### src/rtl/regfile_wb_arbiter_if.sv
// Write-side bus bundle for regfile_wb_arbiter: pipeline writeback, long-latency
// result push channel and the register file write port.
interface regfile_wb_arbiter_if;
  logic        wb_we_i;
  logic [4:0]  wb_wa_i;
  logic [31:0] wd_pad_unused;
  logic [31:0] wb_wd_i;
  logic        lr_valid_i;
  logic [4:0]  lr_wa_i;
  logic [31:0] lr_wd_i;
  logic        lr_ready_o;
  logic        we3_o;
  logic [4:0]  wa3_o;
  logic [31:0] wd3_o;

  modport master (
    output wb_we_i, wb_wa_i, wb_wd_i, lr_valid_i, lr_wa_i, lr_wd_i,
    input  lr_ready_o, we3_o, wa3_o, wd3_o
  );

  modport slave (
    input  wb_we_i, wb_wa_i, wb_wd_i, lr_valid_i, lr_wa_i, lr_wd_i,
    output lr_ready_o, we3_o, wa3_o, wd3_o
  );
endinterface

### src/rtl/regfile_wb_arbiter.sv
// Register file write-port arbiter: pipeline writeback first, buffered
// long-latency results fill idle cycles; tracks pending registers and starvation.
module regfile_wb_arbiter #(
  parameter int DEPTH      = 4,
  parameter int STARVE_MAX = 8
) (
  input  logic                 clk_i,
  input  logic                 reset_ni,
  regfile_wb_arbiter_if.slave  bus,
  input  logic                 iss_valid_i,
  input  logic [4:0]           iss_wa_i,
  input  logic [4:0]           ra1_i,
  input  logic [4:0]           ra2_i,
  output logic                 busy1_o,
  output logic                 busy2_o,
  output logic                 wb_stall_o
);

  localparam int AW = (DEPTH > 1) ? $clog2(DEPTH) : 1;
  localparam logic [AW:0] DEPTH_C = (AW+1)'(DEPTH);
  localparam logic [7:0]  STARVE_C = 8'(STARVE_MAX);

  typedef struct packed {
    logic [4:0]  wa;
    logic [31:0] wd;
  } entry_t;

  entry_t        mem_q [DEPTH];
  logic [AW-1:0] rd_ptr_q, rd_ptr_d;
  logic [AW-1:0] wr_ptr_q, wr_ptr_d;
  logic [AW:0]   count_q, count_d;
  logic [7:0]    age_q, age_d;
  logic [31:0]   pending_q, pending_d;

  entry_t      head;
  logic        fifo_empty;
  logic        lr_ready;
  logic        push;
  logic        pop;
  logic        wb_sel;
  logic [31:0] set_vec;
  logic [31:0] clr_vec;

  // Push handshake: a result transfers on any edge where lr_valid_i && lr_ready_o.
  // lr_ready_o depends on the registered count only, so a full FIFO refuses a
  // push even in a cycle that also pops.
  assign head       = mem_q[rd_ptr_q];
  assign fifo_empty = (count_q == '0);
  assign lr_ready   = (count_q != DEPTH_C);
  assign push       = bus.lr_valid_i && lr_ready;
  assign wb_sel     = bus.wb_we_i && (bus.wb_wa_i != 5'd0);
  assign pop        = !wb_sel && !fifo_empty;

  assign bus.lr_ready_o = lr_ready;
  assign busy1_o        = pending_q[ra1_i];
  assign busy2_o        = pending_q[ra2_i];
  assign wb_stall_o     = (age_q == STARVE_C);

  always_comb begin
    bus.we3_o = 1'b0;
    bus.wa3_o = 5'd0;
    bus.wd3_o = 32'd0;
    if (wb_sel) begin
      bus.we3_o = 1'b1;
      bus.wa3_o = bus.wb_wa_i;
      bus.wd3_o = bus.wb_wd_i;
    end else if (!fifo_empty) begin
      // An r0 head is still popped, just never written.
      bus.we3_o = (head.wa != 5'd0);
      bus.wa3_o = head.wa;
      bus.wd3_o = head.wd;
    end
  end

  always_comb begin
    rd_ptr_d = pop  ? rd_ptr_q + 1'b1 : rd_ptr_q;
    wr_ptr_d = push ? wr_ptr_q + 1'b1 : wr_ptr_q;
    count_d  = count_q;
    case ({push, pop})
      2'b10:   count_d = count_q + 1'b1;
      2'b01:   count_d = count_q - 1'b1;
      default: count_d = count_q;
    endcase

    set_vec = '0;
    clr_vec = '0;
    if (iss_valid_i) set_vec[iss_wa_i] = 1'b1;
    if (pop)         clr_vec[head.wa]  = 1'b1;
    // Set after clear so a same-cycle reissue keeps the register pending.
    pending_d    = (pending_q & ~clr_vec) | set_vec;
    pending_d[0] = 1'b0;

    age_d = age_q;
    if (fifo_empty || pop) age_d = 8'd0;
    else if (age_q != STARVE_C) age_d = age_q + 8'd1;
  end

  always_ff @(posedge clk_i) begin
    if (!reset_ni) begin
      rd_ptr_q  <= '0;
      wr_ptr_q  <= '0;
      count_q   <= '0;
      age_q     <= '0;
      pending_q <= '0;
    end else begin
      rd_ptr_q  <= rd_ptr_d;
      wr_ptr_q  <= wr_ptr_d;
      count_q   <= count_d;
      age_q     <= age_d;
      pending_q <= pending_d;
    end
  end

  always_ff @(posedge clk_i) begin
    if (push) mem_q[wr_ptr_q] <= '{wa: bus.lr_wa_i, wd: bus.lr_wd_i};
  end

endmodule
### src/flat_wrapper.sv
// flat-port wrapper written by rule: the top's interface ports become plain ports
module regfile_wb_arbiter_flat 
#(
  parameter int DEPTH      = 4,
  parameter int STARVE_MAX = 8
)
  (clk_i, reset_ni, iss_valid_i, iss_wa_i, ra1_i, ra2_i, busy1_o, busy2_o, wb_stall_o, bus_wb_we_i, bus_wb_wa_i, bus_wb_wd_i, bus_lr_valid_i, bus_lr_wa_i, bus_lr_wd_i, bus_lr_ready_o, bus_we3_o, bus_wa3_o, bus_wd3_o);
  regfile_wb_arbiter_if bus_i ();
  input  logic clk_i;
  input  logic reset_ni;
  input  logic iss_valid_i;
  input  logic [4:0] iss_wa_i;
  input  logic [4:0] ra1_i;
  input  logic [4:0] ra2_i;
  output logic busy1_o;
  output logic busy2_o;
  output logic wb_stall_o;
  input wire logic [$bits(bus_i.wb_we_i)-1:0] bus_wb_we_i;
  input wire logic [$bits(bus_i.wb_wa_i)-1:0] bus_wb_wa_i;
  input wire logic [$bits(bus_i.wb_wd_i)-1:0] bus_wb_wd_i;
  input wire logic [$bits(bus_i.lr_valid_i)-1:0] bus_lr_valid_i;
  input wire logic [$bits(bus_i.lr_wa_i)-1:0] bus_lr_wa_i;
  input wire logic [$bits(bus_i.lr_wd_i)-1:0] bus_lr_wd_i;
  output wire logic [$bits(bus_i.lr_ready_o)-1:0] bus_lr_ready_o;
  output wire logic [$bits(bus_i.we3_o)-1:0] bus_we3_o;
  output wire logic [$bits(bus_i.wa3_o)-1:0] bus_wa3_o;
  output wire logic [$bits(bus_i.wd3_o)-1:0] bus_wd3_o;
  assign bus_i.wb_we_i = bus_wb_we_i;
  assign bus_i.wb_wa_i = bus_wb_wa_i;
  assign bus_i.wb_wd_i = bus_wb_wd_i;
  assign bus_i.lr_valid_i = bus_lr_valid_i;
  assign bus_i.lr_wa_i = bus_lr_wa_i;
  assign bus_i.lr_wd_i = bus_lr_wd_i;
  assign bus_lr_ready_o = bus_i.lr_ready_o;
  assign bus_we3_o = bus_i.we3_o;
  assign bus_wa3_o = bus_i.wa3_o;
  assign bus_wd3_o = bus_i.wd3_o;
  regfile_wb_arbiter #(.DEPTH(DEPTH), .STARVE_MAX(STARVE_MAX)) u_core (.clk_i(clk_i), .reset_ni(reset_ni), .bus(bus_i), .iss_valid_i(iss_valid_i), .iss_wa_i(iss_wa_i), .ra1_i(ra1_i), .ra2_i(ra2_i), .busy1_o(busy1_o), .busy2_o(busy2_o), .wb_stall_o(wb_stall_o));
endmodule
### config.mk
export PLATFORM = sky130hd
export DESIGN_NAME = regfile_wb_arbiter_flat
export DESIGN_NICKNAME = d
export VERILOG_FILES = /design/src/rtl/regfile_wb_arbiter_if.sv /design/src/rtl/regfile_wb_arbiter.sv /design/src/flat_wrapper.sv
export SDC_FILE = /design/constraint.sdc
export NUM_CORES = 1
export LEC_CHECK = 0
export ABC_AREA = 1
export CAP_MARGIN = 25
export CORE_MARGIN = 3
export CORE_UTILIZATION = 48
export DETAILED_ROUTE_END_ITERATION = 7
export GPL_ROUTABILITY_DRIVEN = 0
export PLACE_DENSITY = 0.69
export REMOVE_ABC_BUFFERS = 1
export SYNTH_ARGS = -nofsm -noshare
export SYNTH_HDL_FRONTEND = slang
export SYNTH_SLANG_ARGS = --single-unit
### constraint.sdc
create_clock -name clk_i -period 8.45 [get_ports clk_i]
set_clock_uncertainty 0.05 [all_clocks]
set_input_delay 1.69 -clock clk_i [delete_from_list [all_inputs] [get_ports clk_i]]
set_output_delay 1.69 -clock clk_i [all_outputs]
set_load 0.01 [all_outputs]
==> impl_metrics.yaml, run 1 <==
outcome:
  outcome: "finished clean"
timing:
  layout_min_cycle_time_ns: 6.00
  worst_slack_ns: 2.45
  finalSetupViolations: 0
  hold_slack_ns: 0.412
  finalCritPeriodShare: 0.711
  hold_viol_final: 0
  tns_ns: 0
  max_clock_freq_ghz: 0.167
  slew_headroom: 0.378
  drv_slew: 0
  rsz0062_at_grt: "no"
  worst_pin_slew_ns: 0.925
logic_synthesis:
  netlist_area_mm2: 0.00896
  synth_edf_count: 148
  ys_ff_latch: 196
  synth_area_leaders: "edfxtp_1, dfxtp_1, nand2_1"
  synth.most_common_cell: "nand2_1"
  async_reset_ff_frac: 0
  synth_cells: 897
  yosysTopAreaCellShare: 0.496
  yosys_warnings: 0
  synth_largest_area_cell: "edfxtp_1"
  synthDistinctLibCells: 36
  avgSynthCellArea_um2: 9.99
  synth_ff_type: "edfxtp_1"
  ys_seq_area_frac: 0.603
  post_synth_most_frequent_cells: "nand2_1, edfxtp_1, nor2_1"
floorplanning:
  dieArea_mm2: 0.0203
  core_area_mm2: 0.0181
  initial_utilization: 0.494
  dieHeight_um: 143
  die_w_um: 143
  rows: 49
  pin_count: 136
pwr:
  p_leak_nw: 3.94
  ir_drop_mv: 0.156
  p_per_area_mw_per_mm2: 255
  p_total_mw: 2.85
clock_tree:
  cts_buffer_depth: 2
  clk_pin_slew_worst_paths_ns: 0.07
  cts_tree: "yes"
  cts-root-buf: "clkbuf_16"
  cts_hold_buffers: 0
  cts_sinks: 196
  clk_latency_ns: 0.44
  postCtsSetupBuffers: 0
  cts_buffers: 17
  cts-resized-gates: 0
  cts_max_level: 4
detailed_routing:
  top_layer: "met4"
  route.detailed.drc: 0
  met1Wirelength_mm: 9.40
  drt-pass1-iter-count: 5
  wl_met2_mm: 10.0
  via_count: 6864
  post_drt_wl_per_cell_um: 16.6
  wl_mm: 21.0
  wl_met3_mm: 1.16
  drt.antenna.violating_nets: 0
  drt_iter0_drc: 568
  routed_via_density: 5.43
finish:
  multi_input_area_mm2: 0.00319
  final_layout_size_suffix_gt1_frac: 0.0947
  fill_cells: 1505
  fin_util: 0.616
  final_area_mm2: 0.0112
  fin_nets: 1124
  register_area_mm2: 0.00541
  fin_cells: 1265
  area_growth_pct: 24.7
placed_design:
  placed_area_mm2: 0.0105
  io_buffers: 135
  place_ws_ns: 2.43
  dp_hpwl_mm: 13.1
  dp.cells: 1230
global_routing:
  grt_pass1_wl_mm: 33.2
  grt_use_total: 0.209
  grt_max_degree: 76
  overflow: 0
  grt_pass1_vias: 6656
  antenna_found_initial: 0
critical_path:
  reg2reg_slack_ns: 5.47
  crit_type: "in -> out"
  cp_max_fo: 34
  r2r-end: "u_core.count_q[2]$_SDFFE_PN0P_"
  r2r_start: "u_core.count_q[0]$_SDFFE_PN0P_"
  setup.worst_path.start_class: "input port"
  r2r_cells: 11
  cp-end-kind: "primary output"
  cp.required_ns: 6.71
  cp.arrival_ns: 4.26
hold_path:
  worstHoldPathCells: 2
  hold_class: "reg -> reg"
  hp-start: "u_core.rd_ptr_q[1]$_SDFFE_PN0P_"
job:
  maxCapViolations: 0
==> power breakdown <==
part	internal (mW)	total (mW)	switching, mW
sequential	1.12	1.15	0.0254
clock	0.461	0.858	0.397
combinational	0.318	0.841	0.524
==> worst max-delay path by stage <==
stage | start | end | cells past startpoint
2_1_floorplan | register | bus_we3_o | 7
4_1_cts | bus_wb_wa_i[2] | bus_wd3_o[17] | 8
3_3_place_gp | bus_wb_wa_i[2] | bus_wd3_o[30] | 8
6_report | bus_wb_wa_i[2] | bus_wd3_o[2] | 8
5_1_grt | bus_wb_wa_i[0] | bus_wd3_o[16] | 8
3_5_place_dp | bus_wb_wa_i[2] | bus_wd3_o[27] | 8
==> state kept, by name, indices dropped and copies added, names as in the netlist, named ones only <==
| signal | flops |
|---|---|
| u_core.age_q | 8 |
| u_core.count_q | 3 |
| u_core.mem_q | 148 |
| u_core.pending_q | 31 |
| u_core.rd_ptr_q | 2 |
| u_core.wr_ptr_q | 2 |
==> per-layer routing <==
layer  global-route usage  vias to the layer above
li1                     -                     3385
met2                0.345                      196
met3               0.0486                       31
met5                    0                        -
met4               0.0775                        0
met1                0.270                     3252
==> kinds of logic (layout without fill, tap and decap cells) <==
logic type,Yosys count,after routing,share of synthesized area
AOI/OAI and AO/OA,190,190,0.127
xor gates and xnor gates,5,5,0.00489
adders and majority gates,8,8,0.0120
buffers and inverters,89,227,0.0447
DFF,196,196,0.603
other,0,1,0
and+or+nand+nor,409,409,0.208
==> cells in the final DEF (no fill, tap or decap), drive strengths merged <==
cell / count
buf: 10
a21oi: 41
clkdlybuf4s50: 135
clkbuf: 18
xor2: 3
o22ai: 33
dfxtp: 48
nor3b: 1
nor2: 93
nand2: 238
xnor2: 2
o21ai: 79
o211ai: 4
or2: 1
nor3: 16
edfxtp: 148
a22o: 32
ha: 7
nand3: 59
diode: 1
a21o: 1
fa: 1
bufinv: 2
nand4: 1
inv: 54
clkinv: 8
==> layout make-up <==
class | count | share of cell area
clock inverter | 15 | 0.0203
clock buffer | 17 | 0.0381
timing repair buffer | 146 | 0.130
sequential | 196 | 0.484
inverter | 49 | 0.0169
tap | 229 | 0.0256
antenna | 1 | 0.000224
multi-input combinational | 612 | 0.285
==> critical path: stages <==
cell and delay [ns]:
clkdlybuf4s50_1 0.43, nor2_1 0.11, nand3_1 0.07, nand2_1 0.14, nand2_1 0.37, inv_2 0.67, a22o_1 0.23, clkdlybuf4s50_1 0.53
(Power assumes the default switching activity.)
==> inputs of run 2 (changes only) <==
--- a/config.mk
+++ b/config.mk
@@ -11,7 +11,7 @@
 export CORE_UTILIZATION = 48
 export DETAILED_ROUTE_END_ITERATION = 7
 export GPL_ROUTABILITY_DRIVEN = 0
-export PLACE_DENSITY = 0.69
+export PLACE_DENSITY = 0.72
 export REMOVE_ABC_BUFFERS = 1
 export SYNTH_ARGS = -nofsm -noshare
 export SYNTH_HDL_FRONTEND = slang
==> constraint.sdc (replaced) <==
create_clock -name clk_i -period 5.4 [get_ports clk_i]
set_clock_uncertainty 0.05 [all_clocks]
set_input_delay 1.08 -clock clk_i [delete_from_list [all_inputs] [get_ports clk_i]]
set_output_delay 1.08 -clock clk_i [all_outputs]
set_load 0.01 [all_outputs]
==> run 2 against run 1 <==
Compared with the run above:
- clock power increased by 57%
- setup slack lost 1.4 ns
- core utilization shrank 0.26 points
- first-iteration DRC count grew 12%
- non-clock buffer count decreased by 1
- count of clock-buffer cells in the layout is the same
- power grew 56%
- flip-flop and latch count stayed put
- register-to-register slack got worse by 2.6 ns
- sequential power grew 58%
- design area is 0.41% lower
- critical endpoint is now busy2_o
==> impl_metrics.yaml, run 2 (synthesis results as in run 1) <==
timing:
  tns_ns: 0
  slew_headroom: 0.205
  finalSetupViolations: 0
  finalCritPeriodShare: 0.810
  worst_slack_ns: 1.02
  worst_pin_slew_ns: 1.18
  rsz0062_at_grt: "no"
  drv_slew: 0
  max_clock_freq_ghz: 0.229
  hold_viol_final: 0
  layout_min_cycle_time_ns: 4.38
finish:
  fin_nets: 1123
  diodes: 0
  final_cell_mix: "nand2_1, edfxtp_1, clkdlybuf4s50_1"
  reg.largest.list: "u_core.mem_q: 148 flops, u_core.pending_q: 31 flops, u_core.age_q: 8 flops"
  final_area_mm2: 0.0111
  final_layout_size_suffix_gt1_frac: 0.0938
  largest_reg_flops: 148
  max_flop_register: "u_core.mem_q"
  layout_commonest_cell: "nand2_1"
  fin_cells: 1263
  area_growth_pct: 24.2
detailed_routing:
  drt_iter0_drc: 638
  route.detailed.drc: 0
  post_drt_wl_per_cell_um: 16.3
  wl_mm: 20.6
  drt.antenna.violating_nets: 0
  via_count: 6753
  drt-pass1-iter-count: 5
  routed_via_density: 5.35
critical_path:
  cp.arrival_ns: 3.25
  cp-end-kind: "primary output"
  cp.required_ns: 4.27
  crit_start: "ra2_i[1]"
  reg2reg_slack_ns: 2.87
  crit_type: "in -> out"
  cp_max_fo: 9
  setup.worst_path.start_class: "input port"
  r2r-end: "u_core.pending_q[1]$_SDFF_PN0_"
  r2r_cells: 9
hold_path:
  hp-start: "u_core.pending_q[2]$_SDFF_PN0_"
  whs_endpoint: "u_core.pending_q[2]$_SDFF_PN0_"
  worstHoldPathCells: 2
  hold_class: "reg -> reg"
global_routing:
  grt_max_degree: 49
  antenna_found_initial: 1
  grt_pass1_vias: 6279
  grt_use_total: 0.203
  overflow: 0
  grt_pass1_wl_mm: 32.5
clock_tree:
  clk_latency_ns: 0.43
  postCtsSetupBuffers: 0
  cts_sinks: 196
  cts-resized-gates: 0
  cts_max_level: 4
  clk_pin_slew_worst_paths_ns: 0.07
  cts_hold_buffers: 0
  cts-root-buf: "clkbuf_16"
  cts_tree: "yes"
  cts_buffers: 17
  cts_buffer_depth: 2
pwr:
  p_leak_nw: 3.92
  p_total_mw: 4.45
  ir_drop_mv: 0.280
  p_per_area_mw_per_mm2: 400
floorplanning:
  initial_utilization: 0.494
  core_area_mm2: 0.0181
  dieArea_mm2: 0.0203
  die_w_um: 143
  rows: 49
  dieHeight_um: 143
  pin_count: 136
placed_design:
  io_buffers: 135
  placed_area_mm2: 0.0105
  place_ws_ns: 1.04
  dp.cells: 1230
  dp_hpwl_mm: 13.4
outcome:
  outcome: "finished clean"
job:
  maxCapViolations: 0
-- run 2: worst max-delay path by stage --
| stage | end | slack [ns] | cells past startpoint |
|---|---|---|---|
| global route | bus_we3_o | 0.69 | 8 |
| finish | busy2_o | 1.02 | 10 |
| global placement | busy2_o | 1.04 | 10 |
| floorplan | bus_we3_o | 1.29 | 7 |
| CTS | bus_we3_o | 0.96 | 8 |
| detailed placement | busy2_o | 1.04 | 11 |
-- run 2: power breakdown --
| group | switching, mW | internal, mW |
|---|---|---|
| logic | 0.785 | 0.498 |
| clock network | 0.594 | 0.754 |
| registers | 0.0658 | 1.76 |
-- run 2: area by class of cell --
| class | count | area (um^2) |
|---|---|---|
| Fill cell | 1489 | 7020 |
| Sequential cell | 196 | 5410 |
| Inverter | 49 | 189 |
| Timing Repair Buffer | 145 | 1420 |
| Multi-Input combinational cell | 612 | 3190 |
| Tap cell | 229 | 287 |
| Clock inverter | 15 | 210 |
| Clock buffer | 17 | 425 |
-- run 2: metal layers --
metal	share of wire	wire (um)	track usage
met5	0.00053	11	0
met4	0.012	256	0.0535
met3	0.063	1300	0.0395
met2	0.47	9790	0.337
met1	0.45	9280	0.278
-- run 2: through the flow --
stage	hold slack [ns]	utilization
after floorplan	0.383	-
after global placement	0.399	0.577
after detailed placement	0.409	0.578
after CTS	0.420	0.613
after global routing	0.436	0.613
final	0.419	0.613
-- run 2: critical path, stage by stage --
cell and delay [ns]:
clkdlybuf4s50_1 0.68, clkinv_1 0.36, a21oi_1 0.20, o21ai_0 0.10, nand3_1 0.08, nand3_1 0.07, nand2_1 0.06, nand2_1 0.04
nand2_1 0.05, clkdlybuf4s50_1 0.52
==> inputs of run 3 (changes only) <==
--- a/config.mk
+++ b/config.mk
@@ -11,7 +11,7 @@
 export CORE_UTILIZATION = 48
 export DETAILED_ROUTE_END_ITERATION = 7
 export GPL_ROUTABILITY_DRIVEN = 0
-export PLACE_DENSITY = 0.72
+export PLACE_DENSITY = 0.69
 export REMOVE_ABC_BUFFERS = 1
 export SYNTH_ARGS = -nofsm -noshare
 export SYNTH_HDL_FRONTEND = slang
==> constraint.sdc (replaced) <==
create_clock -name clk_i -period 4.17 [get_ports clk_i]
set_clock_uncertainty 0.05 [all_clocks]
set_input_delay 0.834 -clock clk_i [delete_from_list [all_inputs] [get_ports clk_i]]
set_output_delay 0.834 -clock clk_i [all_outputs]
set_load 0.01 [all_outputs]
==> run 3 against run 2 <==
Compared with the run above:
- first-iteration DRC count down 13%
- hold slack lost 0.0045 ns
- design area up 0.32%
- final cell count up 0.63%
- combinational power grew 35%
- via count increased by 0.49%
- routed wire length rose by 1.7%
- largest power group unchanged
==> impl_metrics.yaml, run 3 (synthesis results as in run 1) <==
outcome:
  outcome: "finished clean"
global_routing:
  overflow: 0
  antenna_found_initial: 0
  gr-max-usage-layer: "met2"
  grt_use_total: 0.206
  grt_pass1_wl_mm: 32.6
  grt_use_met3: 0.0415
  grtUsageMet2: 0.343
  grt_max_degree: 47
  grt_pass1_vias: 6279
  use_met1: 0.275
floorplanning:
  rows: 49
  dieHeight_um: 143
  dieArea_mm2: 0.0203
  initial_utilization: 0.494
  pin_count: 136
  core_area_mm2: 0.0181
  die_w_um: 143
placed_design:
  dp_hpwl_mm: 13.6
  placed_area_mm2: 0.0106
  dp.cells: 1238
  io_buffers: 135
timing:
  max_clock_freq_ghz: 0.264
  finalSetupViolations: 0
  tns_ns: 0
  worst_pin_slew_ns: 1.03
  layout_min_cycle_time_ns: 3.79
  drv_slew: 0
  finalCritPeriodShare: 0.909
  slew_headroom: 0.308
  rsz0062_at_grt: "no"
  hold_viol_final: 0
finish:
  diodes: 0
  max_flop_register: "u_core.mem_q"
  final_layout_size_suffix_gt1_frac: 0.0988
  reg.largest.list: "u_core.mem_q: 148 flops, u_core.pending_q: 31 flops, u_core.age_q: 8 flops"
  fin_nets: 1131
  fill_cells: 1499
  fin_util: 0.615
  area_growth_pct: 24.6
  fin_cells: 1271
  final_cell_mix: "nand2_1, edfxtp_1, clkdlybuf4s50_1"
  layout_commonest_cell: "nand2_1"
  final_area_mm2: 0.0112
  largest_reg_flops: 148
clock_tree:
  postCtsSetupBuffers: 0
  cts-root-buf: "clkbuf_16"
  cts_hold_buffers: 0
  cts-resized-gates: 0
  cts_buffer_depth: 2
  cts_max_level: 4
  clk_latency_ns: 0.42
  cts_tree: "yes"
  cts_buffers: 17
  clk_pin_slew_worst_paths_ns: 0.06
  cts_sinks: 196
job:
  maxCapViolations: 0
hold_path:
  hold_class: "reg -> reg"
pwr:
  ir_drop_mv: 0.322
  p_leak_nw: 3.94
  p_per_area_mw_per_mm2: 501
  p_total_mw: 5.60
critical_path:
  slowest_delay_ns: 0.64
  cp_slowest_cell: "clkdlybuf4s50_1"
  cp.required_ns: 3.29
  cp-end-kind: "primary output"
  cp_max_fo: 9
  setup.worst_path.start_class: "input port"
  crit_type: "in -> out"
  path_cells: "clkdlybuf4s50_1 -> clkinv_1 -> a21oi_1 -> o21ai_0 -> nand3_1 -> nand3_1 -> nand2_1 -> nand2_1 -> nand2_1 -> clkdlybuf4s50_1"
  critical-path-top-cell-by-count: "nand2_1"
  cp.arrival_ns: 2.90
detailed_routing:
  wl_mm: 21.0
  post_drt_wl_per_cell_um: 16.5
  via_count: 6786
  routed_via_density: 5.34
  drt-pass1-iter-count: 6
  drt_iter0_drc: 552
  route.detailed.drc: 0
  drt.antenna.violating_nets: 0
[run 3: power breakdown]
group / internal [mW] / total, mW / switching, mW / leakage, nW
Clock: 0.792 / 1.54 / 0.748 / 0.277
Combinational: 0.679 / 1.73 / 1.05 / 1.91
Sequential: 2.27 / 2.32 / 0.0499 / 1.75
[run 3: path summary, 6_finish.rpt]
| path | from | endpoint | slack, ns | cells past startpoint |
|---|---|---|---|---|
| max | ra2_i[1] | busy2_o | 0.38 | 10 |
| min | u_core.rd_ptr_q[1]$_SDFFE_PN0P_ | u_core.rd_ptr_q[1]$_SDFFE_PN0P_ | 0.41 | 2 |
| max reg2reg | u_core.count_q[0]$_SDFFE_PN0P_ | u_core.count_q[2]$_SDFFE_PN0P_ | 1.85 | 10 |
| min reg2reg | u_core.rd_ptr_q[1]$_SDFFE_PN0P_ | u_core.rd_ptr_q[1]$_SDFFE_PN0P_ | 0.41 | 2 |
[run 3: worst max-delay path, delay by kind of cell]
family | cells | cell delay, ns
compound gates | 2 | 0.30
buf+inv | 3 | 1.49
simple gates | 5 | 0.29
[run 3: layer usage]
metal | part of all wire | vias to the layer above
li1 | - | 3396
met1 | 0.45 | 3173
met2 | 0.49 | 195
met3 | 0.051 | 22
met4 | 0.014 | 0
met5 | 0 | -
[run 3: final cells by class]
cell class	instances	area, um^2	share of cell area
sequential	196	5410	0.484
multi-input combinational	612	3190	0.285
clock inverter	14	134	0.0120
tap	229	287	0.0257
timing repair buffer	153	1530	0.137
clock buffer	18	429	0.0384
inverter	49	189	0.0169
[run 3: through the flow]
step	worst slack [ns]	hold WS (ns)
2_1_floorplan	0.306	0.383
3_3_place_gp	0.424	0.392
3_5_place_dp	0.428	0.406
4_1_cts	0.419	0.416
5_1_grt	0.230	0.437
6_report	0.381	0.414
